### config.mk
export PLATFORM = sky130hd
export DESIGN_NAME = morse_tx_controller_flat
export DESIGN_NICKNAME = d
export VERILOG_FILES = /design/src/rtl/morse_pkg.sv /design/src/rtl/morse_tx_controller_if.sv /design/src/rtl/morse_tick_gen.sv /design/src/rtl/morse_tx_controller.sv /design/src/flat_wrapper.sv
export SDC_FILE = /design/constraint.sdc
export NUM_CORES = 1
export LEC_CHECK = 0
export CAP_MARGIN = 20
export CORE_MARGIN = 2
export CORE_UTILIZATION = 40
export CTS_CLUSTER_DIAMETER = 120
export DETAILED_ROUTE_END_ITERATION = 7
export PLACE_DENSITY = 0.69
export SKIP_LAST_GASP = 1
export SLEW_MARGIN = 10
export SYNTH_ARGS = -nofsm -noshare
export SYNTH_HDL_FRONTEND = slang
export SYNTH_SLANG_ARGS = --single-unit
### constraint.sdc
create_clock -name clk -period 2.34 [get_ports clk]
set_clock_uncertainty 0.05 [all_clocks]
set_input_delay 0.234 -clock clk [delete_from_list [all_inputs] [get_ports clk]]
set_output_delay 0.234 -clock clk [all_outputs]
set_load 0.01 [all_outputs]
### src/rtl/morse_pkg.sv
// morse_pkg: shared state type, pattern width, gap length and letter LUT for the Morse transmitter
package morse_pkg;
  localparam int MORSE_PAT_W = 12;
  localparam int MORSE_GAP_UNITS = 3;
  typedef enum logic [1:0] {IDLE, SEND, GAP, DONE} morse_state_t;
  function automatic logic [MORSE_PAT_W-1:0] morse_pattern(input logic [2:0] sel);
    case (sel)
      3'd0: morse_pattern = 12'b000000011101;
      3'd1: morse_pattern = 12'b000101010111;
      3'd2: morse_pattern = 12'b010111010111;
      3'd3: morse_pattern = 12'b000001010111;
      3'd4: morse_pattern = 12'b000000000001;
      3'd5: morse_pattern = 12'b000101110101;
      3'd6: morse_pattern = 12'b000101110111;
      default: morse_pattern = 12'b000001010101;
    endcase
  endfunction
endpackage

### src/rtl/morse_tx_controller_if.sv
// morse_tx_controller_if: request/status bundle between the board top and the Morse sequencer
interface morse_tx_controller_if;
  logic start;
  logic [2:0] letter_sel;
  logic abort;
  logic ready;
  logic busy;
  logic led;
  logic done;
  modport master (output start, letter_sel, abort, input ready, busy, led, done);
  modport slave (input start, letter_sel, abort, output ready, busy, led, done);
endinterface

### src/rtl/morse_tick_gen.sv
// morse_tick_gen: one-cycle tick every TICK_DIV clocks; clear restarts the unit from zero
module morse_tick_gen #(
  parameter int TICK_DIV = 25000000
) (
  input  logic clk,
  input  logic reset,
  input  logic clear,
  output logic tick
);
  localparam int W = $clog2(TICK_DIV);
  logic [W-1:0] cnt;
  assign tick = cnt == W'(TICK_DIV - 1);
  always_ff @(posedge clk or posedge reset)
    if (reset) cnt <= '0;
    else cnt <= (clear || tick) ? '0 : cnt + W'(1);
endmodule

### src/rtl/morse_tx_controller.sv
// morse_tx_controller: sends one LUT letter LSB-first on led, one symbol per unit tick
// Define MORSE_LETTER_GAP_EN to append a hardware 3-unit inter-letter gap before done.
module morse_tx_controller
  import morse_pkg::*;
#(
  parameter int TICK_DIV = 25000000,
  parameter int PAT_W = MORSE_PAT_W
) (
  input logic clk,
  input logic reset,
  morse_tx_controller_if.slave bus
);
  morse_state_t state;
  logic [PAT_W-1:0] shreg;
  logic tick, accept, cancel;
  assign accept = state == IDLE && bus.start && !bus.abort;
  assign cancel = bus.abort && (state == SEND || state == GAP);
  assign bus.ready = state == IDLE;
  assign bus.busy = state != IDLE;
  assign bus.done = state == DONE;
  assign bus.led = state == SEND && shreg[0];
  morse_tick_gen #(.TICK_DIV(TICK_DIV)) u_tick (
    .clk(clk),
    .reset(reset),
    .clear(accept || cancel),
    .tick(tick)
  );
`ifdef MORSE_LETTER_GAP_EN
  logic [1:0] gap_cnt;
  always_ff @(posedge clk or posedge reset)
    if (reset) gap_cnt <= '0;
    else if (state != GAP || cancel) gap_cnt <= '0;
    else if (tick) gap_cnt <= gap_cnt + 2'd1;
`endif
  always_ff @(posedge clk or posedge reset) begin
    if (reset) begin
      state <= IDLE;
      shreg <= '0;
    end else if (cancel) begin
      state <= IDLE;
      shreg <= '0;
    end else begin
      case (state)
        IDLE: if (accept) begin
          shreg <= PAT_W'(morse_pattern(bus.letter_sel));
          state <= SEND;
        end
        SEND: if (tick) begin
          shreg <= shreg >> 1;
`ifdef MORSE_LETTER_GAP_EN
          if ((shreg >> 1) == '0) state <= GAP;
`else
          if ((shreg >> 1) == '0) state <= DONE;
`endif
        end
`ifdef MORSE_LETTER_GAP_EN
        GAP: if (tick && gap_cnt == 2'(MORSE_GAP_UNITS - 1)) state <= DONE;
`endif
        default: state <= IDLE;
      endcase
    end
  end
endmodule

### src/flat_wrapper.sv
// flat-port wrapper written by rule: the top's interface ports become plain ports
module morse_tx_controller_flat import morse_pkg::*;
#(
  parameter int TICK_DIV = 25000000,
  parameter int PAT_W = MORSE_PAT_W
)
  (clk, reset, bus_start, bus_letter_sel, bus_abort, bus_ready, bus_busy, bus_led, bus_done);
  morse_tx_controller_if bus_i ();
  input logic clk;
  input logic reset;
  input wire logic [$bits(bus_i.start)-1:0] bus_start;
  input wire logic [$bits(bus_i.letter_sel)-1:0] bus_letter_sel;
  input wire logic [$bits(bus_i.abort)-1:0] bus_abort;
  output wire logic [$bits(bus_i.ready)-1:0] bus_ready;
  output wire logic [$bits(bus_i.busy)-1:0] bus_busy;
  output wire logic [$bits(bus_i.led)-1:0] bus_led;
  output wire logic [$bits(bus_i.done)-1:0] bus_done;
  assign bus_i.start = bus_start;
  assign bus_i.letter_sel = bus_letter_sel;
  assign bus_i.abort = bus_abort;
  assign bus_ready = bus_i.ready;
  assign bus_busy = bus_i.busy;
  assign bus_led = bus_i.led;
  assign bus_done = bus_i.done;
  morse_tx_controller #(.TICK_DIV(TICK_DIV), .PAT_W(PAT_W)) u_core (.clk(clk), .reset(reset), .bus(bus_i));
endmodule
==> flow_summary.json, run 1 <==
{
  "outcome": "completed",
  "numCtsBuffers": 5,
  "rsz0062_at_grt": "no",
  "cap_violations": 0,
  "grt_pass1_vias": 1622,
  "synthArstFlopShare": 1.00,
  "synth-edff-count": 0,
  "period_share": 0.944,
  "syn_nets": 246,
  "yosys_register_bits": 38,
  "yosys_most_used_dff": "dfrtp_1",
  "cts_buffer_depth": 2,
  "fin_nets": 265,
  "fp.coreArea_um2": 5140,
  "period_minus_slack_ps": 2210,
  "grtUsageTotal": 0.148,
  "path_buf_inv": 1,
  "chipWidth_um": 77.2,
  "final_common_cell": "nor2_1",
  "holdBufCountCts": 0,
  "stdcell_count": 320,
  "fp.dieArea_um2": 5970,
  "leakage_nw": 1.07,
  "max_stage_delay_ps": 590,
  "fmax_mhz": 453,
  "yosys.area.top_type": "dfrtp_1",
  "antenna_found_initial": 0,
  "worstPathRequired_ps": 2460,
  "dr.pass1.iters": 4,
  "rows": 26,
  "drive_above_1_share": 0.0840,
  "holdCritPathClass": "primary input to async pin",
  "critPathSlowestCell": "or4_4",
  "yosys_warnings": 0,
  "cts_tree": "done",
  "fp.dieH_um": 77.2,
  "io_pins": 11,
  "p_per_area_nw_per_um2": 837,
  "detail-route-antenna-nets": 0,
  "wl_per_cell_um": 13.0,
  "synth_area_leaders": "dfrtp_1 (44%), nor2_1 (6.8%), xnor2_1 (5.7%)",
  "cp-end-kind": "flip-flop",
  "fillCellCount": 519,
  "final_max_slew_viol_count": 0,
  "avgSynthCellArea_um2": 9.33,
  "pre_cts_slack_ps": 31.5,
  "route.detailed.drc": 0,
  "gr-total-overflow": 0,
  "worstPathMaxFanout": 25,
  "cts_root_buffer": "clkbuf_8",
  "ir_drop_mv": 0.415,
  "initialDrtViolationCount": 96,
  "cts_max_level": 2,
  "start_kind": "flip-flop",
  "clock_latency_ps": 290,
  "syn_to_final_growth_pct": 15.0,
  "clock_sinks": 38,
  "grt_first_pass_wirelength_um": 7200,
  "timing.hold.ws_ps": 308,
  "design_area_um2": 2470,
  "synth_area_um2": 2150,
  "critPathTopFamily": "simple AND/OR/NAND/NOR gates",
  "finalSetupTns_ps": 0,
  "port_buffers": 10,
  "syn_inst": 230,
  "timing.final.ws_setup_ps": 131,
  "hold_violations": 0,
  "initial_core_util": 0.417,
  "ys_types": 37,
  "dp_cells": 312,
  "critPathArrivalTime_ps": 2330,
  "placed_area_um2": 2370,
  "finalPower_mw": 2.07,
  "place_hpwl_um": 2990,
  "final_cell_mix": "nor2_1 (39), dfrtp_1 (38), nand3_1 (20)",
  "yosysSeqAreaShare": 0.443,
  "n_antenna_cell": 0,
  "netlist.area_leader.share": 0.443,
  "vias": 1679,
  "tightest_slew_ps": 485,
  "setup_viol": 0,
  "grt_start_max_net_pins": 39,
  "cts.clk_slew.worst_paths_ps": 80,
  "crit_chain": "ha_1 -> nand4_2 -> or2_1 -> or4_4 -> nand3_2 -> buf_12 -> nor2_1",
  "vias_per_cell": 5.25,
  "wirelength_um": 4170,
  "gp_congestion": 0.802,
  "relSlewSlack": 0.677,
  "path_class": "flip-flop to flip-flop",
  "finish.utilization": 0.480
}
[cell usage after synthesis, drive strengths merged (2+ instances only)]
cell and n:
a21o 2, a21oi 5, a221o 7, and2 7, and3 6, buf 3, clkbuf 2, dfrtp 38
ha 9, inv 10, mux2 4, nand2 15, nand2b 2, nand3 21, nand4 7, nor2 39
nor3 7, nor3b 2, nor4 6, nor4b 2, o21ai 3, xnor2 14, xor2 9
[kinds of logic after synthesis]
family / Yosys count / synth area share
muxes: 4 / 0.0210
buffers and inverters: 15 / 0.0303
DFF: 38 / 0.443
xor gates and xnor gates: 23 / 0.0939
and+or+nand+nor: 119 / 0.281
AOI/OAI and AO/OA: 22 / 0.0781
adders and majority gates: 9 / 0.0525
[final timing paths]
path                                       from               endpoint  slack (ps)  depth (start not counted)
setup / recovery           u_core.u_tick.cnt[1]  u_core.u_tick.cnt[11]         130                          7
hold reg to reg                 u_core.shreg[9]        u_core.shreg[9]         490                          1
hold / removal                            reset        u_core.shreg[6]         310                          3
min in group clk                u_core.shreg[9]        u_core.shreg[9]         490                          1
setup reg to reg           u_core.u_tick.cnt[1]  u_core.u_tick.cnt[11]         130                          7
max in group asynchronous                 reset   u_core.u_tick.cnt[5]        1580                          3
[flip-flops by register name, indices dropped and copies added, names as in the netlist]
signal / count
u_core.u_tick.cnt: 25
u_core.state: 2
u_core.shreg: 11
[power breakdown]
group,switching [mW],internal [mW]
registers,0.107,0.757
clock network,0.229,0.210
logic,0.424,0.339
[layout make-up]
| class | instances | area (um^2) | area share |
|---|---|---|---|
| clock buffers | 6 | 72.6 | 0.0294 |
| clock inverters | 2 | 13.8 | 0.00558 |
| inverters | 10 | 37.5 | 0.0152 |
| multi-input cells | 177 | 1140 | 0.462 |
| flip-flops and latches | 38 | 951 | 0.385 |
| well taps | 70 | 87.6 | 0.0355 |
| repair buffers | 17 | 165 | 0.0669 |
[worst reg2reg max path: cells and delay by family (launching register included)]
family / cells / cell delay, ps
DFF: 1 / 390
buffers and inverters: 1 / 170
and+or+nand+nor: 5 / 1260
adders and majority gates: 1 / 240
[per-layer routing]
layer / track usage / up-vias / part of all wire
met4: 0.0500 / 0 / 0.015
met5: 0 / - / 0
li1: - / 841 / -
met2: 0.237 / 21 / 0.46
met1: 0.199 / 810 / 0.50
met3: 0.0318 / 7 / 0.027
[what timing repair did]
action                                  4_1_cts  5_1_grt
endpoints found under the hold margin         0        0
endpoints found under the setup margin        0        7
setup buffers                                 0        0
gates resized for setup                       0        2
Power figures use the tool's default switching activity.
==> run 2, diff against run 1 <==
CTS_BUF_LIST = sky130_fd_sc_hd__clkbuf_4 sky130_fd_sc_hd__clkbuf_8   (was not set)
==> run 2 against run 1 <==
- cell area increased by 0.15%
- critical path depth down 1
- total power rose by 0.47%
- via count increased by 0.30%
- largest cell class unchanged
- clock power up 2%
- non-clock buffer count is the same
- highest routed layer unchanged
- largest power group unchanged
- die area unchanged
- register-to-register slack about the same
==> flow_summary.json, run 2 (synthesis gave the netlist of run 1 again) <==
{
  "ff2ff_setup_slack_ps": 130,
  "numCtsBuffers": 5,
  "grt_first_pass_wirelength_um": 7200,
  "fp.dieH_um": 77.2,
  "initial_core_util": 0.417,
  "fp.dieArea_um2": 5970,
  "drive_above_1_share": 0.0880,
  "leakage_nw": 1.07,
  "vias": 1684,
  "r2r_cells": 6,
  "finalSetupTns_ps": 0,
  "period_minus_slack_ps": 2210,
  "fmax_mhz": 452,
  "cap_violations": 0,
  "timing.rr.end": "u_core.shreg[4]",
  "worstPathRequired_ps": 2500,
  "grt_pass1_vias": 1622,
  "cts_root_buffer": "clkbuf_8",
  "grtUsageTotal": 0.148,
  "fillCellCount": 519,
  "critPathTopFamily": "simple AND/OR/NAND/NOR gates",
  "final_common_cell": "nor2_1",
  "chipWidth_um": 77.2,
  "wirelength_um": 4170,
  "critPathSlowestCell": "or4_4",
  "cp.depth": 6,
  "cts_tree": "done",
  "path_class": "flip-flop to flip-flop",
  "hold_violations": 0,
  "placed_area_um2": 2370,
  "p_per_area_nw_per_um2": 839,
  "cp-end-kind": "flip-flop",
  "worstSetupEndpoint": "u_core.shreg[4]",
  "worstPathMaxFanout": 5,
  "largest_reg_flops": 25,
  "ir_drop_mv": 0.415,
  "vias_per_cell": 5.26,
  "critPathArrivalTime_ps": 2380,
  "final_cell_mix": "nor2_1 (39), dfrtp_1 (38), nand3_1 (20)",
  "cts_max_level": 2,
  "gp_congestion": 0.802,
  "design_area_um2": 2470,
  "fin_nets": 265,
  "cts.clk_slew.worst_paths_ps": 70,
  "gr-total-overflow": 0,
  "rows": 26,
  "seq_area_um2": 951,
  "tightest_slew_ps": 483,
  "initialDrtViolationCount": 105,
  "outcome": "completed",
  "multiInputGateArea_um2": 1140,
  "crit_chain": "ha_1 -> nand4_2 -> or2_1 -> or4_4 -> mux2_1 -> o21ai_0",
  "dr.pass1.iters": 4,
  "setup_viol": 0,
  "port_buffers": 10,
  "max_stage_delay_ps": 590,
  "path_buf_inv": 0,
  "cp-startpoint": "u_core.u_tick.cnt[1]",
  "grt_start_max_net_pins": 39,
  "wl_per_cell_um": 13.0,
  "start_kind": "flip-flop",
  "clock_sinks": 38,
  "rr_startpoint": "u_core.u_tick.cnt[1]",
  "holdCritPathClass": "primary input to async pin",
  "cts_buffer_depth": 2,
  "place_hpwl_um": 2990,
  "rsz0062_at_grt": "no",
  "clock_latency_ps": 290,
  "final_max_slew_viol_count": 0,
  "period_share": 0.946,
  "top_regs": "u_core.u_tick.cnt: 25 flops, u_core.shreg: 11 flops, u_core.state: 2 flops",
  "finish.utilization": 0.481,
  "n_antenna_cell": 0,
  "largest_register": "u_core.u_tick.cnt",
  "relSlewSlack": 0.678,
  "antenna_found_initial": 0,
  "route.detailed.drc": 0,
  "io_pins": 11,
  "syn_to_final_growth_pct": 15.2,
  "detail-route-antenna-nets": 0,
  "holdBufCountCts": 0,
  "fp.coreArea_um2": 5140
}
run 2: report_power, final:
group	total, mW	switching (mW)	internal (mW)	leakage, nW
Clock	0.449	0.228	0.222	0.0486
Sequential	0.863	0.106	0.757	0.519
Combinational	0.763	0.424	0.339	0.507
run 2: how the worst min path moves through the flow:
| stage | from | cells past startpoint | slack, ps | end |
|---|---|---|---|---|
| 2_1_floorplan | reset | 1 | 380 | u_core.shreg[0] |
| 3_3_place_gp | u_core.shreg[10] | 1 | 460 | u_core.shreg[10] |
| 3_5_place_dp | u_core.shreg[10] | 1 | 460 | u_core.shreg[10] |
| 4_1_cts | reset | 3 | 330 | u_core.shreg[5] |
| 5_1_grt | reset | 3 | 360 | u_core.u_tick.cnt[23] |
| 6_report | reset | 3 | 310 | u_core.shreg[5] |
run 2: tightest hold or removal path, stage by stage:
cell and delay (ps):
clkdlybuf4s50_1 400, inv_1 50, buf_4 410
run 2: timing repair:
| action | in CTS | in global routing |
|---|---|---|
| endpoints found under the setup margin | 0 | 7 |
| gates resized for setup | 0 | 2 |
| setup buffers | 0 | 0 |
run 2: metrics by stage:
| step | hold slack [ps] | std cells | setup WS (ps) | power (mW) |
|---|---|---|---|---|
| 2_1_floorplan | 376 | 230 | 201 | 1.36 |
| 3_3_place_gp | 462 | 312 | 168 | 1.62 |
| 3_5_place_dp | 463 | 312 | 31.5 | 1.63 |
| 4_1_cts | 326 | 320 | 19.9 | 2.08 |
| 5_1_grt | 360 | 320 | 6.53 | 2.22 |
| 6_report | 309 | 320 | 126 | 2.08 |
run 2: layer usage:
metal	up-vias	track usage	wire, um
li1	841	-	-
met1	812	0.197	2060
met2	24	0.238	1920
met3	7	0.0318	123
met4	0	0.0500	62
met5	-	0	0
run 2: layout make-up:
type                       instances  area share
clock inverter                     2     0.00557
sequential                        38       0.385
multi-input combinational        177       0.462
clock buffer                       6      0.0309
inverter                          10      0.0152
tap                               70      0.0354
timing repair buffer              17      0.0668
==> run 3, diff against run 2 <==
clock period = 2.83 ns   (was 2.34 ns; I/O delays follow)
==> run 3 against run 2 <==
- utilization is 1.1 points lower
- worst hold slack better by 54 ps
- sequential share of layout area is 0.90 points higher
- cell count is 1.6% lower
- sequential power is 17% lower
- die area stayed put
- register-to-register slack better by 350 ps
- fmax is 6.1% lower
- first-iteration DRC count is 21% higher
- combinational power is 28% lower
==> flow_summary.json, run 3 (synthesis gave the netlist of run 1 again) <==
{
  "rows": 26,
  "initialDrtViolationCount": 127,
  "final_common_cell": "nor2_1",
  "port_buffers": 10,
  "finalSetupTns_ps": 0,
  "path_class": "flip-flop to flip-flop",
  "cts_buffer_depth": 2,
  "final_max_slew_viol_count": 0,
  "dr.pass1.iters": 4,
  "cts_root_buffer": "clkbuf_8",
  "vias_per_cell": 5.27,
  "tightest_slew_ps": 678,
  "gp_congestion": 0.797,
  "io_pins": 11,
  "timing.rr.end": "u_core.u_tick.cnt[5]",
  "grtUsageTotal": 0.150,
  "finalPower_mw": 1.66,
  "seq_area_um2": 951,
  "syn_to_final_growth_pct": 12.6,
  "post_cts_resized": 0,
  "rr_startpoint": "u_core.u_tick.cnt[0]",
  "critPathArrivalTime_ps": 2460,
  "clock_latency_ps": 290,
  "worstPathRequired_ps": 2930,
  "detail-route-antenna-nets": 0,
  "cts_tree": "done",
  "chipWidth_um": 77.2,
  "rsz0062_at_grt": "no",
  "clock_sinks": 38,
  "numCtsBuffers": 5,
  "finish.utilization": 0.470,
  "placed_area_um2": 2320,
  "leakage_nw": 1.04,
  "ff2ff_setup_slack_ps": 470,
  "hold_violations": 0,
  "fin_nets": 260,
  "design_area_um2": 2420,
  "top_regs": "u_core.u_tick.cnt: 25 flops, u_core.shreg: 11 flops, u_core.state: 2 flops",
  "relSlewSlack": 0.548,
  "largest_reg_flops": 25,
  "fp.coreArea_um2": 5140,
  "cts_setup_buffers": 0,
  "cp-end-kind": "flip-flop",
  "antenna_found_initial": 0,
  "initial_core_util": 0.417,
  "ir_drop_mv": 0.296,
  "n_antenna_cell": 0,
  "worstPathMaxFanout": 25,
  "wl_per_cell_um": 12.7,
  "fp.dieH_um": 77.2,
  "fmax_mhz": 424,
  "holdBufCountCts": 0,
  "fp.dieArea_um2": 5970,
  "cts.clk_slew.worst_paths_ps": 80,
  "outcome": "completed",
  "gr-total-overflow": 0,
  "grt_start_max_net_pins": 39,
  "grt_first_pass_wirelength_um": 7210,
  "wirelength_um": 4020,
  "final_cell_mix": "nor2_1 (39), dfrtp_1 (38), nand3_1 (20)",
  "largest_register": "u_core.u_tick.cnt",
  "cap_violations": 0,
  "period_minus_slack_ps": 2360,
  "grt_pass1_vias": 1584,
  "fillCellCount": 523,
  "vias": 1661,
  "cts_max_level": 2,
  "route.detailed.drc": 0,
  "multiInputGateArea_um2": 1130,
  "drive_above_1_share": 0.0612,
  "p_per_area_nw_per_um2": 687,
  "start_kind": "flip-flop",
  "holdCritPathClass": "primary input to async pin",
  "period_share": 0.833,
  "place_hpwl_um": 2900,
  "setup_viol": 0,
  "r2r_cells": 6
}
## run 3: metal layers
layer | up-vias | part of all wire | routed length [um] | GRT usage
li1 | 833 | - | - | -
met1 | 798 | 0.49 | 1970 | 0.218
met2 | 26 | 0.46 | 1850 | 0.221
met3 | 4 | 0.039 | 155 | 0.0353
met4 | 0 | 0.011 | 44 | 0.0482
met5 | - | 0 | 0 | 0
## run 3: metrics by stage
step                cells  setup slack [ps]  hold slack [ps]
global placement      307               488              440
detailed placement    307               456              457
global route          315               277              411
floorplan             230               691              414
finish                315               473              363
CTS                   315               446              379
## run 3: area by class of cell
cell class / instances / area share
Multi-Input combinational cell: 177 / 0.468
Sequential cell: 38 / 0.394
Timing Repair Buffer: 12 / 0.0476
Tap cell: 70 / 0.0363
Clock buffer: 6 / 0.0342
Inverter: 10 / 0.0155
Clock inverter: 2 / 0.00518
## run 3: worst max path at each step
stage,end,start,cells after the start,slack [ps]
2_1_floorplan,u_core.u_tick.cnt[23],u_core.u_tick.cnt[0],8,690
3_3_place_gp,u_core.u_tick.cnt[12],u_core.u_tick.cnt[0],6,490
3_5_place_dp,u_core.u_tick.cnt[5],u_core.u_tick.cnt[0],6,460
4_1_cts,u_core.u_tick.cnt[5],u_core.u_tick.cnt[0],6,450
5_1_grt,u_core.u_tick.cnt[5],u_core.u_tick.cnt[0],6,280
6_report,u_core.u_tick.cnt[5],u_core.u_tick.cnt[0],6,470
## run 3: report_power, final
part / internal (mW) / switching (mW) / leakage, nW / total [mW]
registers: 0.626 / 0.0896 / 0.519 / 0.715
logic: 0.226 / 0.326 / 0.474 / 0.552
clock network: 0.196 / 0.196 / 0.0472 / 0.392
## run 3: critical path: stages, from the launching register on
cell and delay (ps):
dfrtp_1 400, ha_1 240, nand4_2 150, or2_1 310
or4_4 580, nand3_2 380, nor2_1 100
